--- src/rtl/red_led_driver.sv ---
// Red-LED output stage: PWM dimming and hardware blink applied to the parallel-port
// LED word, configured through a small Avalon-MM register slave.
module red_led_driver #(
    parameter int unsigned DW       = 9,
    parameter int unsigned TICK_DIV = 50000
) (
    input  logic          clk,
    input  logic          reset,
    input  logic [DW:0]   led_in,
    input  logic [1:0]    address,
    input  logic          chipselect,
    input  logic          read,
    input  logic          write,
    input  logic [31:0]   writedata,
    output logic [31:0]   readdata,
    output logic [DW:0]   LEDR
);

    localparam int unsigned LW         = DW + 1;
    localparam int unsigned PW         = (TICK_DIV > 1) ? $clog2(TICK_DIV) : 1;
    localparam logic [PW-1:0] PRESC_MAX = PW'(TICK_DIV - 1);
    localparam logic [7:0]  DUTY_RST   = 8'hFF;
    localparam logic [15:0] PERIOD_RST = 16'd500;

    typedef enum logic [1:0] {
        STEADY = 2'd0,
        PH_ON  = 2'd1,
        PH_OFF = 2'd2
    } state_t;

    state_t        state_q, state_d;
    logic [7:0]    duty_q, duty_d;
    logic [15:0]   period_q, period_d;
    logic          mode_q, mode_d;
    logic [7:0]    pwm_cnt_q, pwm_cnt_d;
    logic [PW-1:0] presc_q, presc_d;
    logic [15:0]   tick_cnt_q, tick_cnt_d;
    logic [31:0]   readdata_q, readdata_d;
    logic [DW:0]   ledr_q, ledr_d;

    logic          reg_we;
    logic          cfg_wr;
    logic          tick;
    logic          restart;
    logic          pwm_on;
    logic          phase_on;
    logic [31:0]   rdata;
    logic          unused_in;

    assign reg_we    = chipselect & write;
    assign cfg_wr    = reg_we & ((address == 2'd1) | (address == 2'd2));
    assign tick      = (presc_q == PRESC_MAX);
    assign pwm_on    = (duty_q == 8'hFF) | (pwm_cnt_q < duty_q);
    assign phase_on  = (state_q != PH_OFF);
    assign unused_in = ^{read, writedata[31:16]};

    assign readdata  = readdata_q;
    assign LEDR      = ledr_q;

    // Register file writes; address 3 is read-only
    always_comb begin
        duty_d   = duty_q;
        period_d = period_q;
        mode_d   = mode_q;
        if (reg_we) begin
            case (address)
                2'd0:    duty_d   = writedata[7:0];
                2'd1:    period_d = (writedata[15:0] == 16'd0) ? 16'd1 : writedata[15:0];
                2'd2:    mode_d   = writedata[0];
                default: ;
            endcase
        end
    end

    // Blink FSM; decisions use the post-write MODE so a mode write acts on the next edge
    always_comb begin
        state_d    = state_q;
        tick_cnt_d = tick_cnt_q;
        restart    = 1'b0;
        if (!mode_d) begin
            state_d    = STEADY;
            tick_cnt_d = 16'd0;
        end else if ((state_q == STEADY) || cfg_wr) begin
            state_d    = PH_ON;
            tick_cnt_d = 16'd0;
            restart    = 1'b1;
        end else if (tick) begin
            if (tick_cnt_q >= 16'(period_q - 16'd1)) begin
                state_d    = (state_q == PH_ON) ? PH_OFF : PH_ON;
                tick_cnt_d = 16'd0;
            end else begin
                tick_cnt_d = tick_cnt_q + 16'd1;
            end
        end
    end

    // Prescaler realigns on phase restart so every phase is exactly PERIOD*TICK_DIV clocks
    always_comb begin
        pwm_cnt_d = pwm_cnt_q + 8'd1;
        presc_d   = tick ? '0 : presc_q + PW'(1);
        if (restart) begin
            presc_d = '0;
        end
    end

    always_comb begin
        rdata = '0;
        case (address)
            2'd0:    rdata[7:0]  = duty_q;
            2'd1:    rdata[15:0] = period_q;
            2'd2:    rdata[0]    = mode_q;
            default: rdata[1:0]  = {pwm_on, phase_on};
        endcase
        readdata_d = chipselect ? rdata : readdata_q;
        ledr_d     = led_in & {LW{pwm_on & phase_on}};
    end

    always_ff @(posedge clk or negedge reset) begin
        if (!reset) begin
            state_q    <= STEADY;
            duty_q     <= DUTY_RST;
            period_q   <= PERIOD_RST;
            mode_q     <= 1'b0;
            pwm_cnt_q  <= 8'd0;
            presc_q    <= '0;
            tick_cnt_q <= 16'd0;
            readdata_q <= 32'd0;
            ledr_q     <= '0;
        end else begin
            state_q    <= state_d;
            duty_q     <= duty_d;
            period_q   <= period_d;
            mode_q     <= mode_d;
            pwm_cnt_q  <= pwm_cnt_d;
            presc_q    <= presc_d;
            tick_cnt_q <= tick_cnt_d;
            readdata_q <= readdata_d;
            ledr_q     <= ledr_d;
        end
    end

endmodule

--- config.mk ---
export PLATFORM = sky130hd
export DESIGN_NAME = red_led_driver
export DESIGN_NICKNAME = d
export VERILOG_FILES = /design/src/rtl/red_led_driver.sv
export SDC_FILE = /design/constraint.sdc
export NUM_CORES = 1
export LEC_CHECK = 0
export ABC_AREA = 1
export CORE_UTILIZATION = 35
export CTS_CLUSTER_DIAMETER = 30
export CTS_CLUSTER_SIZE = 40
export DETAILED_ROUTE_END_ITERATION = 10
export PLACE_DENSITY_LB_ADDON = 0.3
export SLEW_MARGIN = 30
export SYNTH_ARGS = -nofsm -noshare
export SYNTH_HDL_FRONTEND = slang
export SYNTH_SLANG_ARGS = --single-unit
--- constraint.sdc ---
create_clock -name clk -period 7.7 [get_ports clk]
set_clock_uncertainty 0.2 [all_clocks]
set_input_delay 1.155 -clock clk [delete_from_list [all_inputs] [get_ports clk]]
set_output_delay 1.155 -clock clk [all_outputs]
set_load 0.02 [all_outputs]
### After elaboration in Yosys (flattened, before gate mapping)

Cells that the tools add are included.

* bits in registers: 93
* bits of input ports: 49
* word-level logic and storage cells: 56
* output and inout bits: 42

* $lt $le $gt $ge: 2
* multiplexer cells: 20
* reductions and logical operators: 7
* $add $sub $neg: 4
* equal/unequal tests: 8
* bitwise logic cells: 6

Operators by type and width (number)
* 2-to-1 mux 16 bit: 7
* adder 16 x 1 -> 16 bit, second input constant: 2
* equality test 16 bit, second input constant: 1
* >= comparator 16 bit: 1
* zero test 16 bit: 1
* subtractor 16 x 1 -> 16 bit, second input constant: 1
* one-hot mux 6 bit (2 select lines): 1
* AND 10 bit: 1
* 2-to-1 mux 2 bit: 5
* adder 8 x 1 -> 8 bit, second input constant: 1
* equality test 8 bit, second input constant: 1
* less-than comparator 8 bit: 1
* 2-to-1 mux 8 bit: 1
* != test 3 x 1 -> 1 bit, second input constant: 2
* one-hot mux 1 bit (3 select lines): 2
* AND reduction 2 bit: 3
* equality test 2 x 1 -> 1 bit, second input constant: 2
* zero test 2 bit: 2
* 2-to-1 mux 1 bit: 4
* AND 1 bit: 3
* equality test 2 bit, second input constant: 1
* != test 2 bit, second input constant: 1
* bitwise OR 1 bit: 2
* logical OR 1 bit: 1

### Logic depth before layout (Yosys ltp)

Gate-level depths: netlist of the first run.

* word-level depth: 7
* depth in mapped cells: 21
* depth with buffers taken out: 21

### Least setup slack after synthesis of the first run

No wires, ideal clock.

* path kind: in2reg
* start: input address[0]
* end: register tick_cnt_q[13]
* required time: 7381 ps
* setup time: 119 ps
* stages: 9
* arrival time: 2261 ps
* path buffers: 1
* path slack: 5120 ps
* path through: inv_1 > ha_1 > nand2_2 > o21ai_2 > nor2_4 > nand2_4 > buf_4 > a21oi_1 > nor2_1

* word-level cells in the longest chain between the ends: 6
* elaborated cells between the ends (all ways): 10
* classes of those cells: eq/ne: 3; mux: 4; bitwise: 2; reduce/logical: 1

Ends and longest elaborated chain
* from (decl): RTL line 10 `input logic [1:0] address,`
* equality test 2 x 1 -> 1 bit / equality test 2 bit (equally long branches): RTL line 51, 66
* bitwise OR 1 bit: RTL line 51 `assign cfg_wr = reg_we & ((address == 2'd1) | (address == 2'd2));`
* AND 1 bit: RTL line 51
* logical OR 1 bit: RTL line 83 `end else if ((state_q == STEADY) || cfg_wr) begin`
* 2-to-1 mux 16 bit: RTL line 83
* 2-to-1 mux 16 bit: RTL line 80 `if (!mode_d) begin`
* to (signal assigned): RTL line 136 `tick_cnt_q <= tick_cnt_d;`
* to (decl): RTL line 37 `logic [15:0] tick_cnt_q, tick_cnt_d;`

Parallel ways exist; a longest one is shown, timed or not.
A chain may end at the register's enable or synchronous reset.

### Worst setup path in the final report of the first run

* start: register period_q[0]
* end: register tick_cnt_q[8]

* word-level cells in the longest chain between the ends: 6

Ends and longest elaborated chain
* from (decl): RTL line 33 `logic [15:0] period_q, period_d;`
* from (signal assigned): RTL line 132 `period_q <= period_d;`
* subtractor 16 x 1 -> 16 bit: RTL line 88 `if (tick_cnt_q >= 16'(period_q - 16'd1)) begin`
* >= comparator 16 bit: RTL line 88
* 2-to-1 mux 16 bit: RTL line 88
* 2-to-1 mux 16 bit: RTL line 87 `end else if (tick) begin`
* 2-to-1 mux 16 bit: RTL line 83
* 2-to-1 mux 16 bit: RTL line 80

Every way passes these cells. The select of a mux whose other input is x is not followed.

==> results of run 1 <==
==> metrics by stage <==
step	std cells	hold WS [ns]	util (%)
CTS	900	0.263	42.9
global route	901	0.270	43.1
global placement	884	0.245	41.0
detailed placement	884	0.254	41.0
finish	901	0.258	43.1
floorplan	664	0.233	-
==> final cells by class <==
| class | instances | area [um2] | share of cell area (%) |
|---|---|---|---|
| Multi-Input combinational cell | 450 | 2480 | 39.3 |
| Sequential cell | 93 | 2340 | 37.2 |
| Timing Repair Buffer | 60 | 611 | 9.68 |
| Inverter | 98 | 370 | 5.87 |
| Clock buffer | 13 | 250 | 3.97 |
| Tap cell | 184 | 230 | 3.65 |
| Clock inverter | 3 | 21.3 | 0.337 |
==> synthesized netlist by cell type (all sizes together), types with 12 or more instances <==
library cell	instances	area, um2
a21oi	22	110
buf	18	148
dfrtp	79	1980
dfstp	14	368
ha	31	388
inv	97	367
nand2	155	628
nand3	38	210
nand4	12	81.3
nor2	70	285
nor3	13	92.6
o21ai	40	204
xor2	18	158
==> registers in the layout (all words and copies together) (netlist names) <==
name        flops
mode_q          1
duty_q          8
pwm_cnt_q       8
LEDR           10
tick_cnt_q     16
period_q       16
state_q         2
presc_q        16
readdata       16
==> per-layer routing <==
| layer | up-vias | wire length (um) |
|---|---|---|
| met1 | 2044 | 5430 |
| met3 | 16 | 622 |
| li1 | 2181 | - |
| met2 | 117 | 5500 |
| met5 | - | 0 |
| met4 | 0 | 166 |
==> kinds of logic after synthesis <==
group	count (synthesis)	share of synthesized area [%]
flip-flops	93	44.2
AND/OR/NAND/NOR	301	26.2
XOR/XNOR	23	3.80
other	1	0.0707
buffers and inverters	121	10.1
adder cells (fa/ha/maj)	31	7.31
AO/OA/AOI/OAI	79	8.35
==> where the power goes <==
part	switching, mW	internal (mW)
registers	0.0497	0.566
logic	0.264	0.160
clock network	0.186	0.228
total	0.500	0.954
==> worst register-to-register path, delay by kind of cell (launching register included) <==
kind | cells | cell delay [ns]
and+or+nand+nor | 10 | 1.59
DFF | 1 | 0.36
buffers and inverters | 3 | 0.33
adders and majority gates | 1 | 0.29
xor gates and xnor gates | 1 | 0.19
==> worst max path at each step <==
stage / startpoint / slack [ns] / to / cells past startpoint
after floorplan: address[0] / 5.12 / tick_cnt_q[13] / 9
after global placement: address[0] / 4.41 / tick_cnt_q[5] / 11
after detailed placement: address[0] / 4.35 / tick_cnt_q[5] / 12
after CTS: period_q[0] / 4.58 / tick_cnt_q[3] / 15
after global routing: period_q[0] / 4.22 / tick_cnt_q[9] / 15
final: period_q[0] / 4.62 / tick_cnt_q[8] / 15
==> metrics.txt, run 1 <==
Layout Nets=around 790; later-pin clock latency in the skew report=between 0.3 and 0.4 ns; CTS Buf Count=9; FF-to-FF Start=period_q[0]; TritonCTS clock tree=yes; DIE AREA=roughly 16000 um2; Reg-to-Reg End=tick_cnt_q[8]; count of cell types in the netlist=46; Worst R2R Path Depth=15; relative slew slack=50.6%; worst hold endpoint=presc_q[0]; WP data arrival=approximately 3.1 ns; Final TNS setup=0 ns; placed wire-length estimate=between 8000 and 9000 um; met3 usage=about 5.3%; Iter 0 DRT Violations=roughly 220; Buf+Inv Stages, Crit Path=3; drt drc=2; Worst VDD drop=137 uV; most frequent cells in the layout=nand2_1, inv_1, dfrtp_1; Synth Warn #=0; Die H=approximately 130 um; hold depth=1; antenna-violating nets left=0; wirelength, routed=11700 um; DR vias=about 4400; dpl ws=roughly 4.4 ns; Ports=91; Setup Fix Bufs, Post-CTS=0; GR met1 Demand/Resource=20.3%; crit end category=register; vias per inst=a little under 5; Tightest Pin Transition=between 0.7 and 0.8 ns; Placed Area=roughly 6000 um2; pwr/cell area=between 200 and 250 nW/um2; Rows=44; Tot Pwr=~1.5 mW; Initial Util=about 36%; Critical Path Most Common Cell=nand2_1; Final Worst Setup Slack=roughly 4.6 ns; flops & latches, synth=93; period utilisation layout=approximately 40%; FFs w/ async S/R, synth=100%; vias in the first global route=roughly 4300; Syn-to-layout area delta=18.9%; 1st-pass router iterations=10; Syn Area/Cell=8.17 um2; RSZ-0062 raised after global routing=false; Post-Synthesis Cells=~650; wire length per cell=about 13 um; most common cell after layout, fill and taps aside=nand2_1; Max FO, Critical Path=8; CP startpoint kind=register; cts hold-fix bufs=0; fin crit period=3.08 ns; remaining global-route overflow=0; H-tree level count=3; Final Hold Viols=0; die width=125 um; sequential area share after synthesis=between 40 and 50%; status=finished, violations left; GRT busiest layer=met2; Clock transition at path regs=around 0.06 ns; Final Slew Violations=0; Top delay family on crit path=simple AND/OR/NAND/NOR gates; IO buf count=57; hold crit path type=reg2reg; Resized Gates After CTS=0; area of the mapped netlist=between 5000 and 6000 um2; initial antenna violation count=0; Antenna Diode Count=0; r2r setup slk=between 4 and 5 ns; WS Path Type=reg2reg; HP Start=presc_q[0]; critical-path cell list=inv_1 > nand2_1 > nor2_2 > nand4_1 > nor3_1 > xor2_1 > inv_1 > ha_1 > nand2_1 > nor3_1 > nand2_1 > nand2_4 > nand2_8 > inv_4 > nor2_1; Fmax=around 320 MHz; first-pass GRT wire length=roughly 20000 um; fin area=between 6000 and 7000 um2; share of cells above drive strength 1=8.65%; Fill cells=about 1400; clock sink count=93; Core Area=14600 um2; Total GRT Usage=15.9%; Leak=~3.0 nW; GP Congestion=approximately 0.86; Worst Path Required=between 7 and 8 ns; largest net degree at the start of global routing=68; crit-path max cell delay=0.36 ns; Root Buffer=clkbuf_16; violated checks=DRC; top_reg_cell synth=dfrtp_1; CP max stage cell=dfrtp_1; # Max-Cap Violations=0; met2 usage=25.5%; Final setup viols=0; Post-synth EDFFs=0; Clock Path Buffers=2
No activity file was read; power rests on OpenSTA's default activity.
==> run 2: changes to the inputs <==
Clock period 7.7 ns to 2.48 ns, I/O delays scaled along.
==> metrics.txt, run 2 (synthesized netlist as in run 1, its figures left out) <==
Clock Path Buffers=2; fin area=roughly 6800 um2; wirelength, routed=about 12000 um; placed wire-length estimate=approximately 9000 um; largest net degree at the start of global routing=35; Antenna Diode Count=0; Tot Pwr=slightly below 5 mW; WP data arrival=around 2.8 ns; # Max-Cap Violations=0; Total GRT Usage=approximately 17%; first-pass GRT wire length=about 21000 um; critical-path cell list=nor3_2 > buf_4 > buf_4 > nand4_1 > nor2_2 > nand4_1 > nand2_1 > inv_2 > ha_4 > nand2_4 > buf_6 > nor3_4 > nand2_2 > nand2_4 > nand2_8 > inv_8 > nor2_1; TritonCTS clock tree=yes; Final Worst Setup Slack=-0.236 ns; Max FO, Critical Path=8; sequential share of power=around two fifths; initial antenna violation count=0; Final Hold Viols=0; RSZ-0062 raised after global routing=true; Syn-to-layout area delta=28.0%; Initial Util=36.2%; Tightest Pin Transition=slightly below 0.6 ns; Fill cells=1446; Final Slew Violations=0; Iter 0 DRT Violations=around 200; vias in the first global route=4484; Rows=44; remaining global-route overflow=0; most common cell after layout, fill and taps aside=nand2_1; Worst VDD drop=between 300 and 400 uV; switch share=around a third; Fmax=368 MHz; Top delay family on crit path=simple AND/OR/NAND/NOR gates; crit-path max cell delay=between 0.3 and 0.4 ns; Layout Nets=834; die width=around 130 um; Final setup viols=18; clock sink count=93; most frequent cells in the layout=nand2_1, inv_1, dfrtp_1; CP max stage cell=dfstp_2; sw power=between 1.5 and 2 mW; antenna-violating nets left=0; Ports=91; GP Congestion=0.845; combinational share of power=32.8%; Worst Path Required=around 2.5 ns; Die H=approximately 130 um; IO buf count=57; Clock transition at path regs=about 0.07 ns; WS Path Type=reg2reg; CP startpoint kind=register; share of cells above drive strength 1=between 15 and 20%; Core Area=roughly 15000 um2; later-pin clock latency in the skew report=~0.36 ns; DIE AREA=between 15000 and 20000 um2; drt drc=2; vias per inst=4.77; wire length per cell=~13 um; crit end category=register; Leak=approximately 3.3 nW; DR vias=around 4500; relative slew slack=roughly three fifths; violated checks=DRC, setup timing; pwr/cell area=between 700 and 800 nW/um2; Placed Area=around 6300 um2; CTS Buf Count=9; Clock Power Share=28.8%; fin crit period=2.72 ns; H-tree level count=3; hold crit path type=reg2reg; period utilisation layout=110%; Buf+Inv Stages, Crit Path=5; Root Buffer=clkbuf_16; 1st-pass router iterations=9; status=finished, violations left; internal power=3.25 mW
run 2: area by class of cell:
type	instances	area, um2	area share, %
clock buffer	9	225	3.32
clock inverter	7	83.8	1.23
inverter	98	375	5.53
multi-input combinational	450	2610	38.4
sequential	93	2340	34.5
tap	184	230	3.39
timing repair buffer	102	925	13.6
run 2: layer usage:
layer | vias up | share of wire, % | track usage [%]
li1 | 2253 | - | -
met1 | 2136 | 46 | 20.8
met2 | 92 | 48 | 27.8
met3 | 14 | 4.3 | 4.62
met4 | 0 | 1.3 | 5.02
met5 | - | 0 | 0
run 2: repair_timing:
action                     in CTS  in global routing
hold endpoints to repair       26                  0
setup buffers                   3                  3
hold buffers                    1                  0
gates resized for setup        17                 14
setup endpoints to repair      18                 18
pin swaps                      13                 19
run 2: final timing paths:
check | from | endpoint | slack (ns) | cells after the start
hold reg to reg | presc_q[0] | presc_q[0] | 0.28 | 1
min in group asynchronous | reset | presc_q[1] | 0.29 | 2
setup / recovery | period_q[8] | tick_cnt_q[7] | -0.24 | 17
max in group asynchronous | reset | duty_q[4] | 1.11 | 3
hold / removal | presc_q[0] | presc_q[0] | 0.28 | 1
setup reg to reg | period_q[8] | tick_cnt_q[7] | -0.24 | 17
run 2: stage by stage:
step / cells / TNS [ns] / hold slack [ns] / util [%] / setup WS (ns)
floorplan: 664 / -0.745 / -0.124 / - / -0.0534
global placement: 920 / -3.80 / 0.142 / 43.1 / -0.246
detailed placement: 920 / -4.17 / 0.148 / 43.1 / -0.271
CTS: 940 / -2.77 / 0.281 / 45.9 / -0.189
global route: 943 / -7.10 / 0.289 / 46.4 / -0.419
finish: 943 / -3.86 / 0.277 / 46.4 / -0.236
run 2: power by group through the flow:
stage / combinational, mW / sequential [mW] / clock (mW)
2_1_floorplan: 0.839 / 2.00 / 0
3_3_place_gp: 1.48 / 1.91 / 0
3_5_place_dp: 1.51 / 1.92 / 0
4_1_cts: 1.57 / 1.90 / 1.47
5_1_grt: 1.81 / 1.93 / 1.53
6_report: 1.62 / 1.90 / 1.43
